==> src/rtl/gpio_pkg.sv <==
// Shared register offsets and bus helpers for the gpio_port bank.
package gpio_pkg;

  localparam logic [3:0] GPIO_OUT   = 4'd0;
  localparam logic [3:0] GPIO_SET   = 4'd1;
  localparam logic [3:0] GPIO_CLR   = 4'd2;
  localparam logic [3:0] GPIO_TGL   = 4'd3;
  localparam logic [3:0] GPIO_DIR   = 4'd4;
  localparam logic [3:0] GPIO_IN    = 4'd5;
  localparam logic [3:0] GPIO_RISE  = 4'd6;
  localparam logic [3:0] GPIO_FALL  = 4'd7;
  localparam logic [3:0] GPIO_STAT  = 4'd8;
  localparam logic [3:0] GPIO_IRQEN = 4'd9;

  // Expands the four byte enables into a per-bit write mask.
  function automatic logic [31:0] byte_mask(input logic [3:0] wmask);
    byte_mask = {{8{wmask[3]}}, {8{wmask[2]}}, {8{wmask[1]}}, {8{wmask[0]}}};
  endfunction

endpackage

==> src/rtl/gpio_sync.sv <==
// Multi-stage input synchroniser with a previous-sample register and
// enable-qualified rising/falling edge strobes.
module gpio_sync #(
  parameter int WIDTH       = 32,
  parameter int SYNC_STAGES = 2
) (
  input  logic             clk,
  input  logic             rst,
  input  logic [WIDTH-1:0] io_in,
  input  logic [WIDTH-1:0] rise_en,
  input  logic [WIDTH-1:0] fall_en,
  output logic [WIDTH-1:0] sync_q,
  output logic [WIDTH-1:0] rise,
  output logic [WIDTH-1:0] fall
);

  logic [WIDTH-1:0] chain [SYNC_STAGES];
  logic [WIDTH-1:0] prev_q;

  always_ff @(posedge clk) begin
    if (rst) begin
      for (int i = 0; i < SYNC_STAGES; i++) chain[i] <= '0;
      prev_q <= '0;
    end else begin
      chain[0] <= io_in;
      for (int i = 1; i < SYNC_STAGES; i++) chain[i] <= chain[i-1];
      prev_q <= chain[SYNC_STAGES-1];
    end
  end

  assign sync_q = chain[SYNC_STAGES-1];
  assign rise   = sync_q & ~prev_q & rise_en;
  assign fall   = ~sync_q & prev_q & fall_en;

endmodule

==> src/rtl/gpio_port.sv <==
// Bus-attached bidirectional GPIO bank: atomic OUT updates, per-pin direction,
// synchronised inputs and edge-detect status driving a level interrupt.
module gpio_port
  import gpio_pkg::*;
#(
  parameter int          WIDTH       = 32,
  parameter logic [31:0] RESET_OUT   = 32'h0,
  parameter logic [31:0] RESET_DIR   = 32'hFFFF_FFFF,
  parameter int          SYNC_STAGES = 2
) (
  input  logic             clk,
  input  logic             rst,
  input  logic [31:0]      addr,
  input  logic [31:0]      wdata,
  input  logic [3:0]       wmask,
  input  logic             ren,
  input  logic             wen,
  input  logic             active,
  output logic [31:0]      rdata,
  output logic             ready,
  output logic [WIDTH-1:0] io_out,
  output logic [WIDTH-1:0] io_oe,
  input  logic [WIDTH-1:0] io_in,
  output logic             irq
);

  logic [WIDTH-1:0] out_q, dir_q, rise_en_q, fall_en_q, status_q;
  logic             irq_en_q;
  logic [WIDTH-1:0] out_d, status_d;
  logic [WIDTH-1:0] sync_q, rise, fall;
  logic [WIDTH-1:0] bit_mask, wbits;
  logic [31:0]      full_mask, rd_val;
  logic [3:0]       off;
  logic             rd, wr;
  logic             unused_bits;

  assign off       = addr[5:2];
  assign rd        = active & ren;
  assign wr        = active & wen;
  assign full_mask = byte_mask(wmask);
  assign bit_mask  = full_mask[WIDTH-1:0];
  assign wbits     = wdata[WIDTH-1:0] & bit_mask;

  assign unused_bits = ^{addr[31:6], addr[1:0], wdata, full_mask};

  gpio_sync #(
    .WIDTH       (WIDTH),
    .SYNC_STAGES (SYNC_STAGES)
  ) u_sync (
    .clk     (clk),
    .rst     (rst),
    .io_in   (io_in),
    .rise_en (rise_en_q),
    .fall_en (fall_en_q),
    .sync_q  (sync_q),
    .rise    (rise),
    .fall    (fall)
  );

  always_comb begin
    out_d = out_q;
    if (wr) begin
      case (off)
        GPIO_OUT: out_d = (out_q & ~bit_mask) | wbits;
        GPIO_SET: out_d = out_q | wbits;
        GPIO_CLR: out_d = out_q & ~wbits;
        GPIO_TGL: out_d = out_q ^ wbits;
        default:  out_d = out_q;
      endcase
    end
  end

  // Edge set is applied after the w1c clear so a simultaneous edge wins.
  always_comb begin
    status_d = status_q;
    if (wr && off == GPIO_STAT) status_d = status_q & ~wbits;
    status_d = status_d | rise | fall;
  end

  always_comb begin
    rd_val = '0;
    case (off)
      GPIO_OUT, GPIO_SET, GPIO_CLR, GPIO_TGL: rd_val[WIDTH-1:0] = out_q;
      GPIO_DIR:   rd_val[WIDTH-1:0] = dir_q;
      GPIO_IN:    rd_val[WIDTH-1:0] = sync_q;
      GPIO_RISE:  rd_val[WIDTH-1:0] = rise_en_q;
      GPIO_FALL:  rd_val[WIDTH-1:0] = fall_en_q;
      GPIO_STAT:  rd_val[WIDTH-1:0] = status_q;
      GPIO_IRQEN: rd_val[0]         = irq_en_q;
      default:    rd_val            = '0;
    endcase
  end

  always_ff @(posedge clk) begin
    if (rst) begin
      out_q     <= RESET_OUT[WIDTH-1:0];
      dir_q     <= RESET_DIR[WIDTH-1:0];
      rise_en_q <= '0;
      fall_en_q <= '0;
      status_q  <= '0;
      irq_en_q  <= 1'b0;
      irq       <= 1'b0;
      ready     <= 1'b0;
      rdata     <= '0;
    end else begin
      out_q    <= out_d;
      status_q <= status_d;
      irq      <= (|status_q) & irq_en_q;
      ready    <= rd | wr;
      rdata    <= rd ? rd_val : 32'h0;
      if (wr) begin
        case (off)
          GPIO_DIR:   dir_q     <= (dir_q & ~bit_mask) | wbits;
          GPIO_RISE:  rise_en_q <= (rise_en_q & ~bit_mask) | wbits;
          GPIO_FALL:  fall_en_q <= (fall_en_q & ~bit_mask) | wbits;
          GPIO_IRQEN: if (wmask[0]) irq_en_q <= wdata[0];
          default: ;
        endcase
      end
    end
  end

  assign io_out = out_q;
  assign io_oe  = dir_q;

endmodule

==> config.mk <==
export PLATFORM = sky130hd
export DESIGN_NAME = gpio_port
export DESIGN_NICKNAME = d
export VERILOG_FILES = /design/src/rtl/gpio_pkg.sv /design/src/rtl/gpio_sync.sv /design/src/rtl/gpio_port.sv
export SDC_FILE = /design/constraint.sdc
export NUM_CORES = 1
export LEC_CHECK = 0
export BUFFER_PORTS_ARGS = -buffer_cell sky130_fd_sc_hd__buf_4
export CORE_ASPECT_RATIO = 0.5
export CORE_MARGIN = 3
export CORE_UTILIZATION = 55
export DETAILED_ROUTE_END_ITERATION = 7
export MAX_ROUTING_LAYER = met4
export PLACE_DENSITY_LB_ADDON = 0.3
export SYNTH_ARGS = -nofsm -noshare
export SYNTH_HDL_FRONTEND = slang
export SYNTH_SLANG_ARGS = --single-unit
==> constraint.sdc <==
create_clock -name clk -period 2.6 [get_ports clk]
set_clock_uncertainty 0.1 [all_clocks]
set_input_delay 0.13 -clock clk [delete_from_list [all_inputs] [get_ports clk]]
set_output_delay 0.13 -clock clk [all_outputs]
set_load 0.05 [all_outputs]
==> results.md <==
Placement:
- The post-detailed-placement half-perimeter wirelength is roughly 24000 microns.
- The total placed instance area is 13800 sq um.
- The placer congestion estimate is roughly 0.89.
- In this run the tool buffered the top-level ports with ~170 buffer cells.

Final layout:
- The net count of the finished layout is 1610.
- The share of cells above drive strength 1 is 18.6%.
- The synthesis-to-finish area growth is 26.4%.
- The finished cells cover 15500 sq um.

Outcome:
- The flow ran to the end, and the final reports show no timing, DRC or antenna violations.

Global route:
- The aggregate global-route resource usage is 31.3%.
- The first global-routing pass estimated 59300 microns of wire.
- Summed over all layers, the global routing overflow is 0.
- The number of global-route vias before repair is 10800.
- Entering global routing, the biggest net connects 79 pins.
- The number of antenna violations at the first check in global routing came to 1.

Timing:
- The final setup TNS is 0 ns.
- The number of endpoints failing setup at the final stage is 0.
- The post-route clock period utilization is between 60% and 70%.
- The highest attainable clock frequency is 0.566 GHz.
- The max-slew violation total from the final report is 0.
- At the pin with the least slew margin, the transition time is between 1 and 1.5 ns.
- The relative max-transition margin is between 20% and 30%.
- Setup repair after global routing left no endpoint under its margin.
- The final critical delay including setup and external delays is 1.77 ns.
- The count of final hold-check violations came to 0.

Floorplan:
- The number of core rows is 37.
- The floorplan step set the die width to around 220 microns.
- The region available for standard cell placement spans 21200 sq um.
- between 200 and 250 I/O pins were placed.
- For this configuration, the core starts out at a cell density of ~58%.
- The floorplan die area is 24200 sq um.
- From bottom edge to top edge, the die measures 112 microns.

Worst setup path:
- The largest fanout on the critical path is 38.
- The kind of start point of the critical path is an input pin.
- The critical path start-end classification is input pin to register.
- The type of element capturing the critical path is a register.
- The required time reported for the critical path endpoint is 2.93 ns.
- The arrival time of data at the critical path endpoint is 2.10 ns.

CTS:
- The clock buffer count from CTS is 25.
- The number of gates resized after CTS is 0.
- The number of clock sinks is ~290.
- The CTS tree is yes.
- After clock tree synthesis, the setup repair step added 0 buffers.
- Clock tree synthesis selected as its root buffer the cell sky130_fd_sc_hd__clkbuf_16.
- The maximum root-to-sink buffer count is 3.
- In this run the number of H-tree levels came out at 1.
- Clock-pin slew was measured on the worst setup and hold paths at 0.07 ns.
- The clock reaches the later pin of the worst-skew pair after 0.52 ns.
- In this run, post-CTS hold repair placed a little over 80 buffers.

Yosys:
- The average instance area after synthesis is 9.85 sq um.
- The largest total area in the synthesized netlist belongs to sky130_fd_sc_hd__dfxtp_1.
- The dominant combinational cell family by area after synthesis is simple AND/OR/NAND/NOR gates.
- By area the synthesized netlist is led by sky130_fd_sc_hd__dfxtp_1 48%, sky130_fd_sc_hd__mux2i_1 8.0%, sky130_fd_sc_hd__nor2b_1 5.5%.
- The share of the synthesized netlist area taken by xor and xnor gates is 0%.
- The most common cell in the synthesized netlist is sky130_fd_sc_hd__dfxtp_1.
- Counting flops with a built-in enable in the synthesized netlist gives 0.
- The yosys synthesis warning count is 0.
- The number of nets in the synthesized netlist is 1381.
- After synthesis the cells add up to 12300 sq um.
- The sequential element share of the synthesized area is 47.5%.
- The commonest register cell after synthesis is sky130_fd_sc_hd__dfxtp_1.
- The fraction of the mapped netlist area in simple logic gates is 19.5%.
- The mux share of post-synthesis cell area is about a tenth.
- Counting flops with an async set or reset pin after synthesis yields a share of 0%.
- The synthesized-area fraction occupied by adder cells is 3.27%.
- After technology mapping, the gate count stands at 1244.
- The number of distinct library cells after synthesis is 51.
- The post-synthesis compound-gate area fraction is between 10% and 20%.
- Ranked by instance count, the synthesized netlist is headed by 291 x sky130_fd_sc_hd__dfxtp_1, 111 x sky130_fd_sc_hd__nand2_1, 107 x sky130_fd_sc_hd__nor2b_1.
- In this run the biggest area consumer among cell types represents 47.5% of the synthesized area.
- Synthesis inferred approximately 290 register bits.

Drt:
- For this block, the routed nets add up to 38000 microns of wire.
- The routed wire length per instance is ~21 microns.
- The DRC violation count after routing is 0.
- The first detailed-routing pass ran for 7 iterations.
- The DRC violation total after the first TritonRoute iteration is 1405.
- The via-per-instance ratio is 6.17.
- The routed layout has 11000 vias.
- The number of nets still failing antenna checks after routing is 0.

Hold path:
- The worst hold path class is input pin to register.

Power and ir drop:
- The power per standard cell area is between 600 and 700 nW/um^2.
- The completed layout was analyzed and its total power is 9.72 mW.
- In this run the static leakage power is between 6 and 7 nW.
- Across the VDD grid, the largest voltage drop is 0.397 mV.

Run:
- Across the run, the number of max-cap violations was 0.
## kinds of logic (layout without fill, tap and decap cells)
logic type,count (synthesis),count (layout)
multiplexers,107,107
buffers and inverters,89,336
flip-flops,291,291
AO/OA/AOI/OAI,304,304
other,0,1
adder cells (fa/ha/maj),32,32
AND/OR/NAND/NOR,421,421
## worst max-delay path: stages
cell and delay (ns):
sky130_fd_sc_hd__dlygate4sd3_1 0.55, sky130_fd_sc_hd__buf_6 0.22, sky130_fd_sc_hd__nor2_2 0.85, sky130_fd_sc_hd__o211ai_1 0.23, sky130_fd_sc_hd__o221ai_1 0.12
## final cells by class
class / count / area (sq um)
Timing Repair Buffer: 288 / 2380
Multi-Input combinational cell: 864 / 6030
Fill cell: 1511 / 5710
Sequential cell: 291 / 5830
Antenna cell: 1 / 2.50
Clock buffer: 37 / 761
Clock inverter: 8 / 118
Inverter: 3 / 11.3
Tap cell: 292 / 365
## routing by layer
metal	up-vias	track usage (%)	part of all wire [%]
li1	4992	-	-
met4	0	9.29	2.6
met3	96	5.75	9.4
met1	5357	41.7	42
met2	558	48.7	46
met5	-	-	0
## per-stage QoR
| step | setup WS (ns) | utilization, % | std cells | hold WS [ns] |
|---|---|---|---|---|
| CTS | 0.896 | 73.0 | 1783 | 0.000304 |
| floorplan | 0.927 | - | 1244 | 0.140 |
| global placement | 0.724 | 65.1 | 1657 | 0.240 |
| detailed placement | 0.665 | 65.1 | 1657 | 0.244 |
| global route | 0.773 | 73.1 | 1784 | 0.0177 |
| finish | 0.832 | 73.1 | 1784 | 0.0104 |
## path summary, 6_finish.rpt
| path | cells after the start | start | slack, ns | to |
|---|---|---|---|---|
| max | 5 | rst | 0.83 | io_out[15] |
| min reg2reg | 1 | u_sync.chain[0][3] | 0.34 | u_sync.chain[0][35] |
| max reg2reg | 3 | status_q[24] | 0.84 | irq |
| min | 3 | wmask[2] | 0.01 | io_out[17] |
## report_power, final
group,switching [mW],internal (mW)
Sequential,0.102,4.57
Combinational,0.642,0.432
Clock,1.66,2.32
Total,2.40,7.32
## cell usage in the layout (no fill, tap or decap), drive strengths merged, types with 4 or more instances in the layout
master / instances
mux2i: 98
dlygate4sd3: 81
nor2b: 107
nand3: 16
clkbuf: 37
nand4: 4
buf: 207
clkinv: 4
nand3b: 64
nor4: 8
nor2: 90
nor3b: 10
a21oi: 27
a211oi: 19
a31oi: 56
dfxtp: 291
o21ai: 71
a22o: 29
nand2: 111
a22oi: 48
mux4: 9
ha: 32
o211ai: 21
o221ai: 19
Note: power is estimated with default switching activity, not from simulation.
